`src/rtl/mem_io_fabric.sv`:
```
// mem_io_fabric: CPU data-bus fabric in front of D-RAM, I/O peripherals and VRAM.
// Decodes the CPU address into a region, issues one-shot write strobes and held read
// enables, inserts per-region wait states, registers read data, and keeps a sticky
// bus-error flag with the address of the first failing access.
module mem_io_fabric #(
  parameter int          N_SLOTS   = 8,
  parameter logic [15:0] DRAM_BASE = 16'h0000,
  parameter int          DRAM_AW   = 11,
  parameter logic [15:0] IO_BASE   = 16'h1000,
  parameter int          IO_AW     = 8,
  parameter logic [15:0] VRAM_BASE = 16'h2000,
  parameter logic [15:0] VRAM_TOP  = 16'h2960,
  parameter int          DRAM_WAIT = 0,
  parameter int          IO_WAIT   = 1
) (
  input  logic                 clk,
  input  logic                 rst,
  input  logic [15:0]          address,
  input  logic [7:0]           din,
  input  logic                 w_en,
  input  logic                 r_en,
  output logic [7:0]           dout,
  output logic                 ready,
  output logic                 bus_err,
  output logic [15:0]          err_addr,
  input  logic                 err_clr,
  output logic                 dram_w_en,
  output logic                 dram_r_en,
  input  logic [7:0]           dram_dout,
  output logic                 io_w_en,
  output logic                 io_r_en,
  input  logic [8*N_SLOTS-1:0] io_dout,
  output logic                 vram_w_en
);

  // state  | meaning
  // S_IDLE | waiting for a CPU request
  // S_WAIT | counting down region wait states
  // S_ACK  | ready pulse, access complete
  localparam logic [1:0] S_IDLE = 2'd0;
  localparam logic [1:0] S_WAIT = 2'd1;
  localparam logic [1:0] S_ACK  = 2'd2;

  localparam logic [1:0] R_NONE = 2'd0;
  localparam logic [1:0] R_DRAM = 2'd1;
  localparam logic [1:0] R_IO   = 2'd2;
  localparam logic [1:0] R_VRAM = 2'd3;

  localparam logic [3:0]  DRAM_WAIT_C = 4'(DRAM_WAIT);
  localparam logic [3:0]  IO_WAIT_C   = 4'(IO_WAIT);
  localparam logic [16:0] VRAM_SPAN   = {1'b0, VRAM_TOP} - {1'b0, VRAM_BASE};

  logic [1:0]  state;
  logic [3:0]  cnt;
  logic [1:0]  region_q;
  logic        rd_q;
  logic [16:0] dram_off, io_off, vram_off;
  logic        hit_dram, hit_io, hit_vram;
  logic        req, wr_ok, rd_ok, acc_err, accept, to_ack;
  logic [3:0]  acc_wait;
  logic [1:0]  acc_region;
  logic [7:0]  io_rdata;
  logic        unused_din;

  // Write data goes straight from the CPU to the memories; the fabric never looks at it.
  assign unused_din = ^din;

  // Region decode: offsets below a base wrap into bit 16 and so never hit
  always_comb begin
    dram_off = {1'b0, address} - {1'b0, DRAM_BASE};
    io_off   = {1'b0, address} - {1'b0, IO_BASE};
    vram_off = {1'b0, address} - {1'b0, VRAM_BASE};
    hit_dram = (dram_off >> DRAM_AW) == 17'd0;
    hit_io   = (io_off >> IO_AW) == 17'd0;
    hit_vram = vram_off <= VRAM_SPAN;
  end

  // Classify the pending request and pick its wait count; errors complete with no waits
  always_comb begin
    req        = w_en | r_en;
    wr_ok      = w_en & ~r_en & (hit_dram | hit_io | hit_vram);
    rd_ok      = r_en & ~w_en & (hit_dram | hit_io);
    acc_err    = req & ~wr_ok & ~rd_ok;
    accept     = (state == S_IDLE) & req;
    acc_region = R_NONE;
    acc_wait   = 4'd0;
    if (!acc_err) begin
      if (hit_dram) begin
        acc_region = R_DRAM;
        acc_wait   = DRAM_WAIT_C;
      end else if (hit_io) begin
        acc_region = R_IO;
        acc_wait   = IO_WAIT_C;
      end else if (hit_vram) begin
        acc_region = R_VRAM;
      end
    end
    to_ack = (accept & (acc_wait == 4'd0)) | ((state == S_WAIT) & (cnt == 4'd1));
  end

  // Read enables: on a zero-wait access they must be up in the accept cycle itself,
  // otherwise they cover the wait cycles and the data is taken on the edge into ACK
  always_comb begin
    dram_r_en = (accept & rd_ok & (acc_region == R_DRAM) & (acc_wait == 4'd0)) |
                ((state == S_WAIT) & rd_q & (region_q == R_DRAM));
    io_r_en   = (accept & rd_ok & (acc_region == R_IO) & (acc_wait == 4'd0)) |
                ((state == S_WAIT) & rd_q & (region_q == R_IO));
  end

  // OR-combine the peripheral read buses; idle peripherals drive zero
  always_comb begin
    io_rdata = 8'h00;
    for (int k = 0; k < N_SLOTS; k++) io_rdata = io_rdata | io_dout[8*k +: 8];
  end

  // Access sequencer with wait-state down-counter
  always_ff @(posedge clk or negedge rst) begin
    if (!rst) begin
      state    <= S_IDLE;
      cnt      <= 4'd0;
      region_q <= R_NONE;
      rd_q     <= 1'b0;
    end else begin
      case (state)
        S_IDLE: if (accept) begin
          region_q <= acc_region;
          rd_q     <= rd_ok;
          cnt      <= acc_wait;
          state    <= (acc_wait == 4'd0) ? S_ACK : S_WAIT;
        end
        S_WAIT: if (cnt == 4'd1) state <= S_ACK;
                else cnt <= cnt - 4'd1;
        S_ACK:   state <= S_IDLE;
        default: state <= S_IDLE;
      endcase
    end
  end

  assign ready = (state == S_ACK);

  // Write strobes: a single cycle right after accept, never repeated during waits
  always_ff @(posedge clk or negedge rst) begin
    if (!rst) begin
      dram_w_en <= 1'b0;
      io_w_en   <= 1'b0;
      vram_w_en <= 1'b0;
    end else begin
      dram_w_en <= accept & wr_ok & (acc_region == R_DRAM);
      io_w_en   <= accept & wr_ok & (acc_region == R_IO);
      vram_w_en <= accept & wr_ok & (acc_region == R_VRAM);
    end
  end

  // Read data register: loaded on the edge into ACK, holds between accesses
  always_ff @(posedge clk or negedge rst) begin
    if (!rst) begin
      dout <= 8'h00;
    end else if (to_ack) begin
      if (dram_r_en)                 dout <= dram_dout;
      else if (io_r_en)              dout <= io_rdata;
      else if (accept & r_en & acc_err) dout <= 8'h00;
    end
  end

  // Sticky error: keeps the first address; a new error beats a simultaneous clear
  always_ff @(posedge clk or negedge rst) begin
    if (!rst) begin
      bus_err  <= 1'b0;
      err_addr <= 16'h0000;
    end else if (accept & acc_err) begin
      bus_err <= 1'b1;
      if (!bus_err || err_clr) err_addr <= address;
    end else if (err_clr) begin
      bus_err  <= 1'b0;
      err_addr <= 16'h0000;
    end
  end

endmodule

```
`config.mk`:
```
export PLATFORM = sky130hd
export DESIGN_NAME = mem_io_fabric
export DESIGN_NICKNAME = d
export VERILOG_FILES = /design/src/rtl/mem_io_fabric.sv
export SDC_FILE = /design/constraint.sdc
export NUM_CORES = 1
export LEC_CHECK = 0
export CAP_MARGIN = 15
export CORE_UTILIZATION = 37
export DETAILED_ROUTE_END_ITERATION = 8
export PLACE_DENSITY = 0.87
export SYNTH_ARGS = -nofsm -noshare
export SYNTH_HDL_FRONTEND = slang
export SYNTH_SLANG_ARGS = --single-unit
export TNS_END_PERCENT = 100
```
`constraint.sdc`:
```
create_clock -name clk -period 2.4 [get_ports clk]
set_input_delay 0.24 -clock clk [delete_from_list [all_inputs] [get_ports clk]]
set_output_delay 0.24 -clock clk [all_outputs]
set_load 0.1 [all_outputs]
```
; ---- Word-level counts from Yosys, hierarchy flattened
; Cells that the tools add are included.
[totals]
regBits = 37
in_bits = 101
out_inout_bits = 31
wordCells = 103
[op_classes]
add_sub_neg = 3
order_cmp = 1
n_eq_ne = 12
mux = 22
bitwise = 41
reduce_logical = 14
[ops]
columns = cell, n
row1 = $or A8 B8 Y8, 7
row2 = $mux W16, 3
row3 = $logic_not A17 Y1, 2
row4 = $and A1 B1 Y1, 24
row5 = $mux W8, 3
row6 = $le A17 B12 Y1 const B, 1
row7 = $sub A16 B13 Y17 const B, 1
row8 = $sub A16 B14 Y17 const B, 1
row9 = $mux W2, 7
row10 = $eq A2 B2 Y1 const B, 4
row11 = $mux W4, 2
row12 = $pmux W4 S2, 1
row13 = $reduce_and A2 Y1, 4
row14 = $eq A2 B1 Y1 const B, 3
row15 = $or A1 B1 Y1, 6
row16 = $mux W1, 5
row17 = $eq A4 B1 Y1 const B, 1
row18 = $logic_not A4 Y1, 1
row19 = $ne A2 B1 Y1 const B, 2
row20 = $ne A2 B2 Y1 const B, 2
row21 = $not A1 Y1, 4
row22 = $pmux W2 S2, 1
row23 = $reduce_bool A2 Y1, 2
row24 = $sub A4 B1 Y4 const B, 1
row25 = 5 further kinds, 5

; ---- Longest topological paths before layout
[logic_depth]
depth_word = 15
ltp_mapped = 9
depth_no_buf = 8

; ---- Worst setup path after synthesis
; No wires, ideal clock.
[synth_timing]
kind = register to register
from = register state[1]
to = register dout[0]
setup_time_ps = 126
t_arrival_ps = 2489
t_required_ps = 2274
path_slack_ps = -215
path_stages_with_launch = 6
n_path_buf = 1
synth_period_minus_slack_ps = 2615
cell_sequence = dfrtp_1 > nand2b_1 > nor4bb_1 > clkbuf_1 > o31ai_4 > mux2_2
[synth_between]
elab_chain_cells = 8
elab_cells_between_ends = 22
cone_classes = eq/ne (1) / mux (2) / bitwise (16) / reduce/logical (3)
[synth_lines]
columns = element, line
row1 = "start, declared", 53  ; logic [1:0] state;
row2 = "start signal, assigned", 129  ; state <= (acc_wait == 4'd0) ? S_ACK : S_WAIT;
row3 = $logic_not A2 Y1, 84  ; accept = (state == S_IDLE) & req;
row4 = $and A1 B1 Y1, 84
row5 = $and A1 B1 Y1 (3 in a row), 106  ; io_r_en = (accept & rd_ok & (acc_region == R_IO) & (acc_wait == 4'd0)) |
row6 = $or A1 B1 Y1 *, 106
row7 = net io_r_en, 31  ; output logic io_r_en,
row8 = $reduce_bool A3 Y1 (no source line) / $mux W8 (equally long branches), --
row9 = $reduce_and A2 Y1 (no source line) / $mux W8 (equally long branches), --
row10 = "end signal, assigned", 159  ; if (dram_r_en) dout <= dram_dout;
row11 = "end signal, assigned", 160  ; else if (io_r_en) dout <= io_rdata;
row12 = "end, declared", 22  ; output logic [7:0] dout,
; The timed path passes the listed nets; every way through them passes the cells marked *.
; A chain may end at the register's enable or synchronous reset.

; ---- Final worst setup path
[layout_timing]
from = input port r_en
to = output port dram_r_en
[layout_between]
elab_chain_cells = 11
elab_cells_between_ends = 19
cone_classes = eq/ne (1) / mux (2) / bitwise (15) / reduce/logical (1)
[layout_lines]
columns = element, line
row1 = "start, declared", 21  ; input logic r_en,
row2 = $not A1 Y1, 81  ; wr_ok = w_en & ~r_en & (hit_dram | hit_io | hit_vram);
row3 = $and A1 B1 Y1 (2 in a row), 81
row4 = $not A1 Y1, 83  ; acc_err = req & ~wr_ok & ~rd_ok;
row5 = $and A1 B1 Y1 (2 in a row), 83
row6 = $mux W2, 87  ; if (!acc_err) begin
row7 = $eq A2 B1 Y1, 104  ; dram_r_en = (accept & rd_ok & (acc_region == R_DRAM) & (acc_wait == 4'd0)) |
row8 = $and A1 B1 Y1, 104
row9 = $and A1 B1 Y1 *, 104
row10 = $or A1 B1 Y1 *, 104
row11 = "end, declared", 28  ; output logic dram_r_en,
; Every way passes the cells marked *; elsewhere a longest branch is shown, timed or not.

==> impl_metrics.toml <==
[outcome]
status = "completed"

[sta]
final.min_clock_period_ns = 2.277
timing_hold_violations_final = 0
slew_headroom_pct = 47.09
setup_repair_after_global_routing_missed_its_margin = "false"
finalCritPeriodShare_pct = 94.89
timing.hold.ws_ns = 0.02712
max_slew_violation_total_from_the_final_report = 0
final-setup-viol-count = 0
finClkSkew_ns = 0.005205
tightestPinTransition_ns = 0.7936
peak_clock_frequency_supported_by_timing_ghz = 0.4391

[yosys]
syn-instance-count = 196
number_of_different_library_cells_in_the_post_synthesis_netlist = 46
avgSynthCellArea_um2 = 10.56
complex_gate_fraction_of_the_synthesized_area_pct = 22.60
synthTopCellsByArea = "sky130_fd_sc_hd__dfrtp_1 (45%), sky130_fd_sc_hd__a22o_1 (10%), sky130_fd_sc_hd__nor4_1 (5.1%), sky130_fd_sc_hd__mux2_2 (4.9%), sky130_fd_sc_hd__ha_1 (3.6%)"
number_of_warning_messages_in_the_yosys_log = 0
post_synth_and_or_nand_nor_area_fraction_pct = 19.82
yosys-mux-area-fraction_pct = 4.894
yosys.area.top_type = "sky130_fd_sc_hd__dfrtp_1"
synth_fa_ha_area_share_pct = 3.625
ys_ff_latch = 37
syn_area_um2 = 2071
synth-edff-count = 0
netlist.area_leader.share_pct = 44.71
dominant_combinational_cell_family_by_area_after_synthesis = "compound AO/OA/AOI/OAI gates"
seq_area_frac_synth_pct = 44.71
synthesis.nets = 303
synth_xor_area_share_pct = 1.269
async_flop_share_pct = 100.0
ys.flop_type = "sky130_fd_sc_hd__dfrtp_1"

[drt]
drt-vias-per-instance = 5.411
starting_drt_drc_count = 183
drt_first_pass_iters = 4
wl_per_cell_um = 15.97
num_vias = 2240
route.final.wire_length_mm = 6.613
number_of_nets_with_antenna_violations_after_detailed_routing = 0
drc = 0

[job]
drv.max_cap_violation_count = 0

[setup_path]
crit_buf_inv = 4
worstPathMaxFanout = 9
regToRegSetupSlack_ns = 0.25
critical_path.slowest_cell = "sky130_fd_sc_hd__clkdlybuf4s50_1"
crit_path_start_kind = "input port"
crit_family = "buffers and inverters"
crit_chain = "clkdlybuf4s50_1 > inv_1 > nor3_4 > nand2_1 > o21ai_4 > buf_4 > buf_12"
cp_startpoint = "r_en"
critical-path-max-stage-delay_ns = 0.53
timing.rr.start = "cnt[1]"
timing_worst_setup_path_type = "in2out"
cp-end-kind = "primary output"
worstPathArrival_ns = 2.04
worst-endpoint-required_ns = 2.16

[clock_network]
cts-buffers-inserted = 5
postCtsSetupRepairBufs = 0
clock_path_buffers = 2
cts_tree = "yes"
cts.reportedPaths.clkPinSlew_ns = 0.08
cts.sink_count = 37
clkLatencyLatePin_ns = 0.29
htreeDepth = 2
clock-root-buffer = "sky130_fd_sc_hd__clkbuf_8"

[layout]
num-nets-final = 450
post-route-cell-area_um2 = 3649
antennaDiodeCount = 0
syn_to_final_growth_pct = 76.19
register_area_um2 = 925.9
multi_input_comb_area_um2 = 1114
number_of_fillers_in_the_final_layout = 393
drive_gt1_share_pct = 24.71

[global_routing]
antenna_violations_before_repair = 0
grt_pass1_vias = 2326
grt_start_max_net_pins = 38
wire_length_of_the_first_global_routing_pass_mm = 11.07
gr-usage-all-layers_pct = 23.94
gr-total-overflow = 0

[floorplanning]
die_height_um = 76.81
floorplan.die_area_um2 = 5900
core-area_um2 = 5238
start_util_pct = 39.54
pin_count = 132
floorplan.rows = 26
die_x_um = 76.81

[placed_design]
buffer_ports.inserted = 123
post-dp-hpwl_mm = 5.217
detailed_place.area_um2 = 3498
placer_congestion_estimate = 0.9140

[hold_path]
worstHoldPathType = "in2async"

[power]
leakage_nw = 1.576
peakVddDrop_mv = 0.3185
p_per_area_nw_per_um2 = 599.1
-- synth_stat cells, types with 3 or more instances --
master and instances:
sky130_fd_sc_hd__ha_1 6, sky130_fd_sc_hd__nand2b_1 4, sky130_fd_sc_hd__o31ai_1 3, sky130_fd_sc_hd__nand2_1 17
sky130_fd_sc_hd__a21oi_1 5, sky130_fd_sc_hd__nor3_1 4, sky130_fd_sc_hd__nand4_1 3, sky130_fd_sc_hd__nor2_1 11
sky130_fd_sc_hd__nor4_1 17, sky130_fd_sc_hd__mux2_2 9, sky130_fd_sc_hd__inv_1 9, sky130_fd_sc_hd__nand3_1 3
sky130_fd_sc_hd__a22o_1 24, sky130_fd_sc_hd__o21ai_0 7, sky130_fd_sc_hd__dfrtp_1 37
-- sequential cells by signal (all words and copies together) (netlist names) --
| name | flops |
|---|---|
| dout | 8 |
| rd_q | 1 |
| bus_err | 1 |
| dram_w_en | 1 |
| cnt | 4 |
| state | 2 |
| err_addr | 16 |
| region_q | 2 |
| io_w_en | 1 |
| vram_w_en | 1 |
-- metal layers --
| metal | track usage [%] | vias to the layer above | part of all wire, % | wire (µm) |
|---|---|---|---|---|
| met2 | 41.43 | 110 | 53 | 3478 |
| met1 | 28.81 | 1068 | 38 | 2537 |
| li1 | - | 1052 | - | - |
| met4 | 8.654 | 0 | 1.9 | 125 |
| met5 | 0 | - | 0 | 0 |
| met3 | 5.595 | 10 | 7.1 | 472 |
-- kinds of logic (layout without fill, tap and decap cells) --
group,after synthesis,in the layout
muxes,9,9
and+or+nand+nor,71,71
xor gates and xnor gates,3,3
AOI/OAI and AO/OA,57,57
buffers and inverters,13,161
DFF,37,37
adders and majority gates,6,6
-- power breakdown --
group / internal [W] / total, W / switching, W
combinational: 0.000294 / 0.000837 / 0.000542
clock: 0.000413 / 0.000637 / 0.000225
sequential: 0.000675 / 0.000712 / 0.0000370
-- cell type report --
cell class	instances	share of cell area (%)
timing repair buffer	144	37.11
multi-input combinational	146	30.52
sequential	37	25.38
tap	70	2.401
clock buffer	5	1.886
clock inverter	3	1.783
inverter	9	0.9259
-- what timing repair did --
item,in CTS,in global routing
hold buffers,0,0
gates resized for setup,7,0
setup endpoints to repair,21,0
-- cells in the final DEF (no fill, tap or decap), drive strengths merged, types with 2 or more instances in the layout --
master,instances
a21oi,5
a22o,24
a22oi,2
buf,53
bufinv,2
clkbuf,5
clkdlybuf4s50,89
dfrtp,37
dlygate4sd2,2
ha,6
inv,9
mux2,9
nand2,17
nand2b,4
nand3,3
nand4,3
nor2,11
nor2b,2
nor3,5
nor4,17
nor4b,3
o21ai,8
o31ai,5
xor2,2
-- metrics by stage --
step	util [%]	setup TNS [ns]	instances	setup WS (ns)	total power (W)
after global routing	69.66	0	414	0.01727	0.002273
final	69.66	0	414	0.1227	0.002186
after detailed placement	66.79	-9.733	406	-0.4619	0.001552
after floorplan	-	0	196	0.1508	0.001224
after global placement	66.79	-7.803	406	-0.3659	0.001540
after CTS	69.66	0	414	0.1221	0.002200
-- path summary, 6_finish.rpt --
path	depth (start not counted)	endpoint
min in group clk	3	err_addr[14]
max in group asynchronous	1	region_q[1]
min	1	err_addr[6]
min reg2reg	1	err_addr[8]
max reg2reg	9	dout[6]
max	7	dram_r_en
(Power assumes the default switching activity.)
